[src/rtl/core_types_pkg.sv]
// Shared core types: physical register tags plus the free-list pointer and
// checkpoint index types used by dispatch.
package core_types_pkg;

   localparam int unsigned NUM_PHYS_REGS   = 64;
   localparam int unsigned NUM_ARCH_REGS   = 32;
   localparam int unsigned FREE_LIST_DEPTH = NUM_PHYS_REGS - NUM_ARCH_REGS;
   localparam int unsigned NUM_CHECKPOINTS = 4;

   localparam int unsigned TAG_W  = $clog2(NUM_PHYS_REGS);
   localparam int unsigned IDX_W  = $clog2(FREE_LIST_DEPTH);
   localparam int unsigned PTR_W  = IDX_W + 1;
   localparam int unsigned CKPT_W = $clog2(NUM_CHECKPOINTS);

   typedef logic [TAG_W-1:0]  phys_reg_tag_t;
   typedef logic [PTR_W-1:0]  free_list_ptr_t;
   typedef logic [CKPT_W-1:0] checkpoint_index_t;

endpackage

[src/rtl/phys_reg_free_list.sv]
// Circular FIFO of free physical register tags. Dispatch takes tags from the
// head, commit returns tags at the tail, and branch checkpoints snapshot the
// head so a mispredict returns squashed tags to the list in one cycle.
module phys_reg_free_list
   import core_types_pkg::*;
(
   input  logic              CLK,
   input  logic              nRST,
   output logic              DUT_error,
   output logic              dequeue_valid,
   output logic [TAG_W-1:0]  dequeue_phys_reg_tag,
   input  logic              dequeue_ready,
   input  logic              enqueue_valid,
   input  logic [TAG_W-1:0]  enqueue_phys_reg_tag,
   input  logic              checkpoint_save_valid,
   input  logic [CKPT_W-1:0] checkpoint_save_index,
   input  logic              checkpoint_restore_valid,
   input  logic [CKPT_W-1:0] checkpoint_restore_index
);

   localparam free_list_ptr_t DEPTH_PTR = free_list_ptr_t'(FREE_LIST_DEPTH);

   phys_reg_tag_t  list_q  [FREE_LIST_DEPTH];
   phys_reg_tag_t  list_d  [FREE_LIST_DEPTH];
   free_list_ptr_t head_q, head_d;
   free_list_ptr_t tail_q, tail_d;
   free_list_ptr_t saved_q [NUM_CHECKPOINTS];
   free_list_ptr_t saved_d [NUM_CHECKPOINTS];
   logic           err_q, err_d;

   logic empty, full, deq_fire, enq_ok, restore_overflow;

   assign empty = (head_q == tail_q);
   assign full  = (head_q[IDX_W-1:0] == tail_q[IDX_W-1:0]) &&
                  (head_q[IDX_W] != tail_q[IDX_W]);

   assign dequeue_valid        = ~empty;
   assign dequeue_phys_reg_tag = list_q[head_q[IDX_W-1:0]];
   assign DUT_error            = err_q;

   // Next-state for pointers, array, checkpoints and the protocol-error flag.
   always_comb begin
      list_d           = list_q;
      saved_d          = saved_q;
      head_d           = head_q;
      tail_d           = tail_q;
      restore_overflow = 1'b0;

      deq_fire = ~empty & dequeue_ready & ~checkpoint_restore_valid;
      // Illegal enqueues (full list or tag 0) are dropped so tail never advances.
      enq_ok   = enqueue_valid & ~full & (enqueue_phys_reg_tag != '0);

      if (deq_fire) begin
         head_d = head_q + 1'b1;
      end
      if (enq_ok) begin
         list_d[tail_q[IDX_W-1:0]] = enqueue_phys_reg_tag;
         tail_d = tail_q + 1'b1;
      end

      // Restore overrides dequeue and save; a save captures the post-dequeue head
      // so the instruction carrying the checkpoint keeps its own tag.
      if (checkpoint_restore_valid) begin
         head_d = saved_q[checkpoint_restore_index];
         restore_overflow = ((tail_d - head_d) > DEPTH_PTR);
      end else if (checkpoint_save_valid) begin
         saved_d[checkpoint_save_index] = head_d;
      end

      err_d = (enqueue_valid & full)
            | (enqueue_valid & (enqueue_phys_reg_tag == '0))
            | (dequeue_ready & empty)
            | restore_overflow;
   end

   // State registers with synchronous active-low reset; list starts full of
   // the tags not mapped to architectural registers.
   always_ff @(posedge CLK) begin
      if (!nRST) begin
         for (int unsigned i = 0; i < FREE_LIST_DEPTH; i++) begin
            list_q[i] <= TAG_W'(NUM_ARCH_REGS + i);
         end
         for (int unsigned c = 0; c < NUM_CHECKPOINTS; c++) begin
            saved_q[c] <= '0;
         end
         head_q <= '0;
         tail_q <= {1'b1, {IDX_W{1'b0}}};
         err_q  <= 1'b0;
      end else begin
         list_q  <= list_d;
         saved_q <= saved_d;
         head_q  <= head_d;
         tail_q  <= tail_d;
         err_q   <= err_d;
      end
   end

endmodule

[config.mk]
export PLATFORM = sky130hd
export DESIGN_NAME = phys_reg_free_list
export DESIGN_NICKNAME = d
export VERILOG_FILES = /design/src/rtl/core_types_pkg.sv /design/src/rtl/phys_reg_free_list.sv
export SDC_FILE = /design/constraint.sdc
export NUM_CORES = 1
export LEC_CHECK = 0
export BUFFER_PORTS_ARGS = -buffer_cell sky130_fd_sc_hd__buf_4
export CAP_MARGIN = 25
export CORE_MARGIN = 5
export CORE_UTILIZATION = 40
export DETAILED_ROUTE_END_ITERATION = 8
export PLACE_DENSITY = 0.6
export RECOVER_POWER = 100
export SKIP_LAST_GASP = 1
export SYNTH_ARGS = -nofsm -noshare
export SYNTH_HDL_FRONTEND = slang
export SYNTH_SLANG_ARGS = --single-unit
[constraint.sdc]
create_clock -name CLK -period 3.82 [get_ports CLK]
set_input_delay 0.382 -clock CLK [delete_from_list [all_inputs] [get_ports CLK]]
set_output_delay 0.382 -clock CLK [all_outputs]
set_load 0.1 [all_outputs]
# After elaboration in Yosys (flattened, before gate mapping)
# Cells that the tools add are included.
# Widths: inputs -> output; s select.
word_totals:
  out_inout_bits: 8
  elab_cells: 91
  in_bits: 16
  ff_bits: 229
classes:
  reduce_logical: 6
  n_mux: 16
  n_lt_le_gt_ge: 7
  n_addsub: 3
  n_eq_ne: 3
  n_bitwise: 17
ops:
  columns: ["op", "count"]
  rows:
  - ["$bwmux 192", 1]
  - ["$mux 6", 9]
  - ["$bmux 6 s5", 1]
  - ["$demux 6 s5", 1]
  - ["$bwmux 24", 1]
  - ["$add 6x1->6 const B", 2]
  - ["$bmux 6 s2", 1]
  - ["$demux 6 s2", 1]
  - ["$ge 6x6->1 const B", 2]
  - ["$not 5->6", 2]
  - ["$and 1x1->1", 7]
  - ["$eq 6x6->1", 1]
  - ["$ge 3x3->1 const B", 2]
  - ["$gt 6x6->1 const B", 1]
  - ["$logic_not 6->1", 1]
  - ["$lt 6x1->1 const B", 1]
  - ["$not 2->3", 2]
  - ["$reduce_bool 6->1", 1]
  - ["$sub 6x6->6", 1]
  - ["$eq 5x5->1", 1]
  - ["$logic_and 1x1->1", 3]
  - ["$lt 3x1->1 const B", 1]
  - ["$not 1->1", 3]
  - ["$or 1x1->1", 3]
  - ["other kinds (3)", 3]

# Logic depth before layout (Yosys ltp)
logic_depth:
  ltp_word: 10
  ltp_mapped: 15
  ltp_nobuf: 13

# Least setup slack after synthesis
# OpenSTA, ideal clock, no wires.
synth_timing:
  kind: "input to register"
  startpoint: "in enqueue_phys_reg_tag[0]"
  endpoint: "reg err_q (netlist: DUT_error)"
  path_buffers: 2
  setup_slack_ns: 0.860
  setup_ns: 0.132
  t_required_ns: 3.688
  t_arrival_ns: 2.827
  cell_stages: 14
  path_cell_list: "buf_2 -> nor4_1 -> a21bo_2 -> a31oi_4 -> buf_2 -> a21oi_1 -> inv_1 -> ha_1 -> nor2b_1 -> o31ai_1 -> a21oi_1 -> xor2_1 -> xnor2_1 -> o22ai_1"
synth_via:
  elab_chain_cells: 7
  word_cells_on_any_way: 11
  cone_classes: "add/sub (1); order compare (1); mux (2); bitwise (5); reduce/logical (2)"
synth_lines:
  columns: ["item", "line_no", "source"]
  rows:
  - ["from (decl)", "phys_reg_free_list.sv:14", "input logic [TAG_W-1:0] enqueue_phys_reg_tag,"]
  - ["$reduce_bool 6->1", "phys_reg_free_list.sv:51", "enq_ok = enqueue_valid & ~full & (enqueue_phys_reg_tag != '0);"]
  - ["$and 1x1->1", "phys_reg_free_list.sv:51", null]
  - ["$mux 6", "phys_reg_free_list.sv:56", "if (enq_ok) begin"]
  - ["via tail_d[1]", "phys_reg_free_list.sv:26", "free_list_ptr_t tail_q, tail_d;"]
  - ["$sub 6x6->6", "phys_reg_free_list.sv:65", "restore_overflow = ((tail_d - head_d) > DEPTH_PTR);"]
  - ["$gt 6x6->1", "phys_reg_free_list.sv:65", null]
  - ["$mux 1", "phys_reg_free_list.sv:63", "if (checkpoint_restore_valid) begin"]
  - ["$or 1x1->1", "phys_reg_free_list.sv:73", "| restore_overflow;"]
  - ["to (signal assigned)", "phys_reg_free_list.sv:94", "err_q <= err_d;"]
  - ["to (decl)", "phys_reg_free_list.sv:29", "logic err_q, err_d;"]
# The timed path passes the listed nets, and every way through them passes these cells.
# A chain may end at the register's enable or synchronous reset.

# Worst setup path after layout
layout_timing:
  startpoint: "reg head_q[1]"
  endpoint: "out dequeue_phys_reg_tag[0]"
layout_via:
  elab_chain_cells: 4
layout_lines:
  columns: ["item", "line_no", "source"]
  rows:
  - ["from (decl)", "phys_reg_free_list.sv:25", "free_list_ptr_t head_q, head_d;"]
  - ["from (signal assigned)", "phys_reg_free_list.sv:86", "head_q <= '0;"]
  - ["from (signal assigned)", "phys_reg_free_list.sv:92", "head_q <= head_d;"]
  - ["$not 5->6 (not written as such)", "phys_reg_free_list.sv:38", "assign dequeue_phys_reg_tag = list_q[head_q[IDX_W-1:0]];"]
  - ["$bmux 6 s5", "phys_reg_free_list.sv:38", null]
  - ["$mux 6 (not written as such) (2 in series)", "phys_reg_free_list.sv:38", null]
  - ["to (decl)", "phys_reg_free_list.sv:11", "output logic [TAG_W-1:0] dequeue_phys_reg_tag,"]
# Every way passes these cells. The select of a mux whose other input is x is not followed.

==> flow_summary.toml <==
[outcome]
status = "finished, violations left"
violations = "max-capacitance violations"

[synth]
synth_fa_ha_area_share_pct = 1.39
ys_async_sr_fraction_pct = 0
syn-cell-area_mm2 = 0.0104
synth-xor-area-share_pct = 1.60
yosysSeqAreaShare_pct = 44.0
synth_top_flop_cell = "dfxtp_1"
synth_edf_count = 0
synth_fp_nets = 1005
yosys-top-cells-area = "dfxtp_1, mux4_2, mux2i_1, nand2_1, o21ai_0"
synth_top_family_by_area = "multiplexers"
yosysTopAreaCell = "dfxtp_1"
yosys-top-cells-count = "dfxtp_1, mux2i_1, nand2_1"
synth_area_per_cell_um2 = 10.7
synth_mux_area_share_pct = 28.8
syn_inst = 978
ys_ff_latch = 229
synth_compound_area_share_pct = 6.67
yosys.area.top_type_share_pct = 44.0
synth.distinct_cells = 51
yosys.area_share.simple_pct = 13.5
synth_most_common_cell = "dfxtp_1"
ys_warn_count = 0

[setup_path]
worstPathMaxFanout = 51
end_kind = "primary output"
critPathLaunchType = "flop"
path_buf_inv = 2
crit_end = "dequeue_phys_reg_tag[0]"
rr_startpoint = "tail_q[3]"
worstRegToRegCells = 13
cp-startpoint = "head_q[1]"
critPathSlowestCell = "buf_4"
worst-r2r-setup-slack_ns = 0.54
cpLargestDelayFamily = "multiplexers"
cp_common_cell = "mux4_2"
worstPathCellList = "buf_4 > mux4_2 > mux4_2 > mux2_2 > clkbuf_4"
required_ns = 3.44
worst_path_largest_cell_delay_ns = 0.68
arrival_ns = 3.21
r2r_end = "DUT_error"
timing.critical_path.depth = 5
worstSetupPathType = "flop to primary output"

[drt]
dr.pass1.iters = 5
vias = 7112
antenna_left = 0
viasPerCell = 5.38
drt_iter0_markers = 443
drt-wirelength-per-cell_um = 19.6
drc = 0
drt-total-wl_um = 25900

[worst_hold_path]
hold-path-cell-count = 3
min_path_type = "input port to flop"

[pwr]
intPower_w = 0.00419
p_total_w = 0.00560
leakagePower_nw = 4.44
combPwrFrac_pct = 10.5
power.switching_w = 0.00141
p_seq_share_pct = 43.6
power_switching_share_pct = 25.2
clkPwrFrac_pct = 45.9
peakVddDrop_v = 0.000462
pwr_density_cell_mw_per_mm2 = 485

[timing]
rsz0062_at_grt = "no"
setup_viol = 0
fin_tns_setup_ns = 0
skew_ns = 0.0146
fmax_ghz = 0.278
final_hold_viol_count = 0
slew_viol_final = 0
post-route-period-util_pct = 94.1
slew_headroom_pct = 0.245
tightestPinTransition_ns = 1.48
fin_crit_ns = 3.60

[clock_network]
cts_hold_buf = 0
post_cts_resized = 0
cts_buffer_depth = 3
cts_tree = "done"
clk_pin_slew_worst_paths_ns = 0.06
h-tree-depth = 1
cts-root-buf = "clkbuf_16"
cts_buffers = 26
postCtsSetupRepairBufs = 0
cts_sinks = 229
insertion_delay_ns = 0.52

[layout]
synthToLayoutAreaGrowth_pct = 10.7
drive_gt1_share_pct = 16.5
num_antenna_cells = 0
nets = 995

[floorplan]
die_x_um = 171
coreArea_mm2 = 0.0258
io-pin-count = 24
row_count = 59
dieArea_mm2 = 0.0294
start_util_pct = 40.3
die_h_um = 171

[global_routing]
grt_antenna_before_repair = 2
gr-total-overflow = 0
grt_use_total_pct = 17.8
met1_usage_pct = 26.7
grt_pass1_vias = 6959
grt_start_max_net_pins = 75
gr-usage-met3_pct = 3.06
gr-usage-met2_pct = 27.1
busiest_layer = "met2"
grt_pass1_wl_um = 41100

[placed_design]
place.gp.congestion = 0.787
dpl.hpwl_um = 16600
port_buffers = 23

[flow_run]
drv_cap = 2
worst reg2reg max path: stages (launching register included):
cell,delay [ns]
dfxtp_1,0.48
xor2_1,0.20
nor2_1,0.13
a31oi_4,0.62
nor2_1,0.09
a21oi_1,0.31
inv_1,0.09
ha_1,0.29
nor2b_1,0.13
o31ai_1,0.26
a21oi_1,0.12
xor2_1,0.19
xnor2_1,0.14
o22ai_1,0.09
metal layers:
layer / up-vias / part of all wire [%]
li1: 3478 / -
met1: 3475 / 50
met2: 125 / 44
met3: 34 / 4.5
met4: 0 / 1.6
met5: - / 0
cell families (layout without fill, tap and decap cells):
| group | count (synthesis) | after routing |
|---|---|---|
| and+or+nand+nor | 284 | 284 |
| DFF | 229 | 229 |
| muxes | 217 | 217 |
| AOI/OAI and AO/OA | 125 | 125 |
| buffers and inverters | 93 | 102 |
| xor gates and xnor gates | 19 | 19 |
| adders and majority gates | 11 | 11 |
power groups by stage:
stage / logic [W] / clock network [W] / registers (W)
6_report: 0.000586 / 0.00257 / 0.00244
5_1_grt: 0.000630 / 0.00273 / 0.00245
4_1_cts: 0.000613 / 0.00263 / 0.00244
3_5_place_dp: 0.000612 / 0 / 0.00249
3_3_place_gp: 0.000608 / 0 / 0.00249
2_1_floorplan: 0.000455 / 0 / 0.00251
flip-flops by register name (all words and copies together) (netlist names):
register	count
saved_q	24
list_q	192
tail_q	6
DUT_error	1
head_q	6
layout make-up:
cell class              count  area, um2
repair buffers             43        324
multi-input cells         656       5260
inverters                  12       45.0
flip-flops and latches    229       4590
fillers                  2462      14300
clock buffers              36        791
clock inverters            11        113
well taps                 335        419
layout by cell type, fill, tap and decap left out, types with 28 or more instances in the layout:
master,instances
a21oi_1,32
buf_4,32
clkbuf_16,28
dfxtp_1,228
mux2i_1,145
mux4_2,66
nand2_1,127
nand3_1,74
nor2_1,51
o21ai_0,78
stage by stage:
stage	hold slack [ns]	area, um2	setup slack (ns)	cells	util (%)
floorplan	0.436	10400	0.860	978	-
detailed placement	0.456	10800	0.0319	1275	41.8
global placement	0.448	10800	0.0627	1275	41.8
CTS	0.177	11700	0.265	1322	45.3
global route	0.210	11500	0.129	1322	44.7
finish	0.198	11500	0.225	1322	44.7
how the worst min path moves through the flow:
stage                  end                      from
2_1_floorplan  list_q[103]               list_q[103]
5_1_grt          DUT_error  checkpoint_restore_valid
3_3_place_gp    list_q[16]                list_q[16]
3_5_place_dp   list_q[177]               list_q[177]
4_1_cts          DUT_error  checkpoint_restore_valid
6_report         DUT_error  checkpoint_restore_valid
No activity file was read; power rests on OpenSTA's default activity.
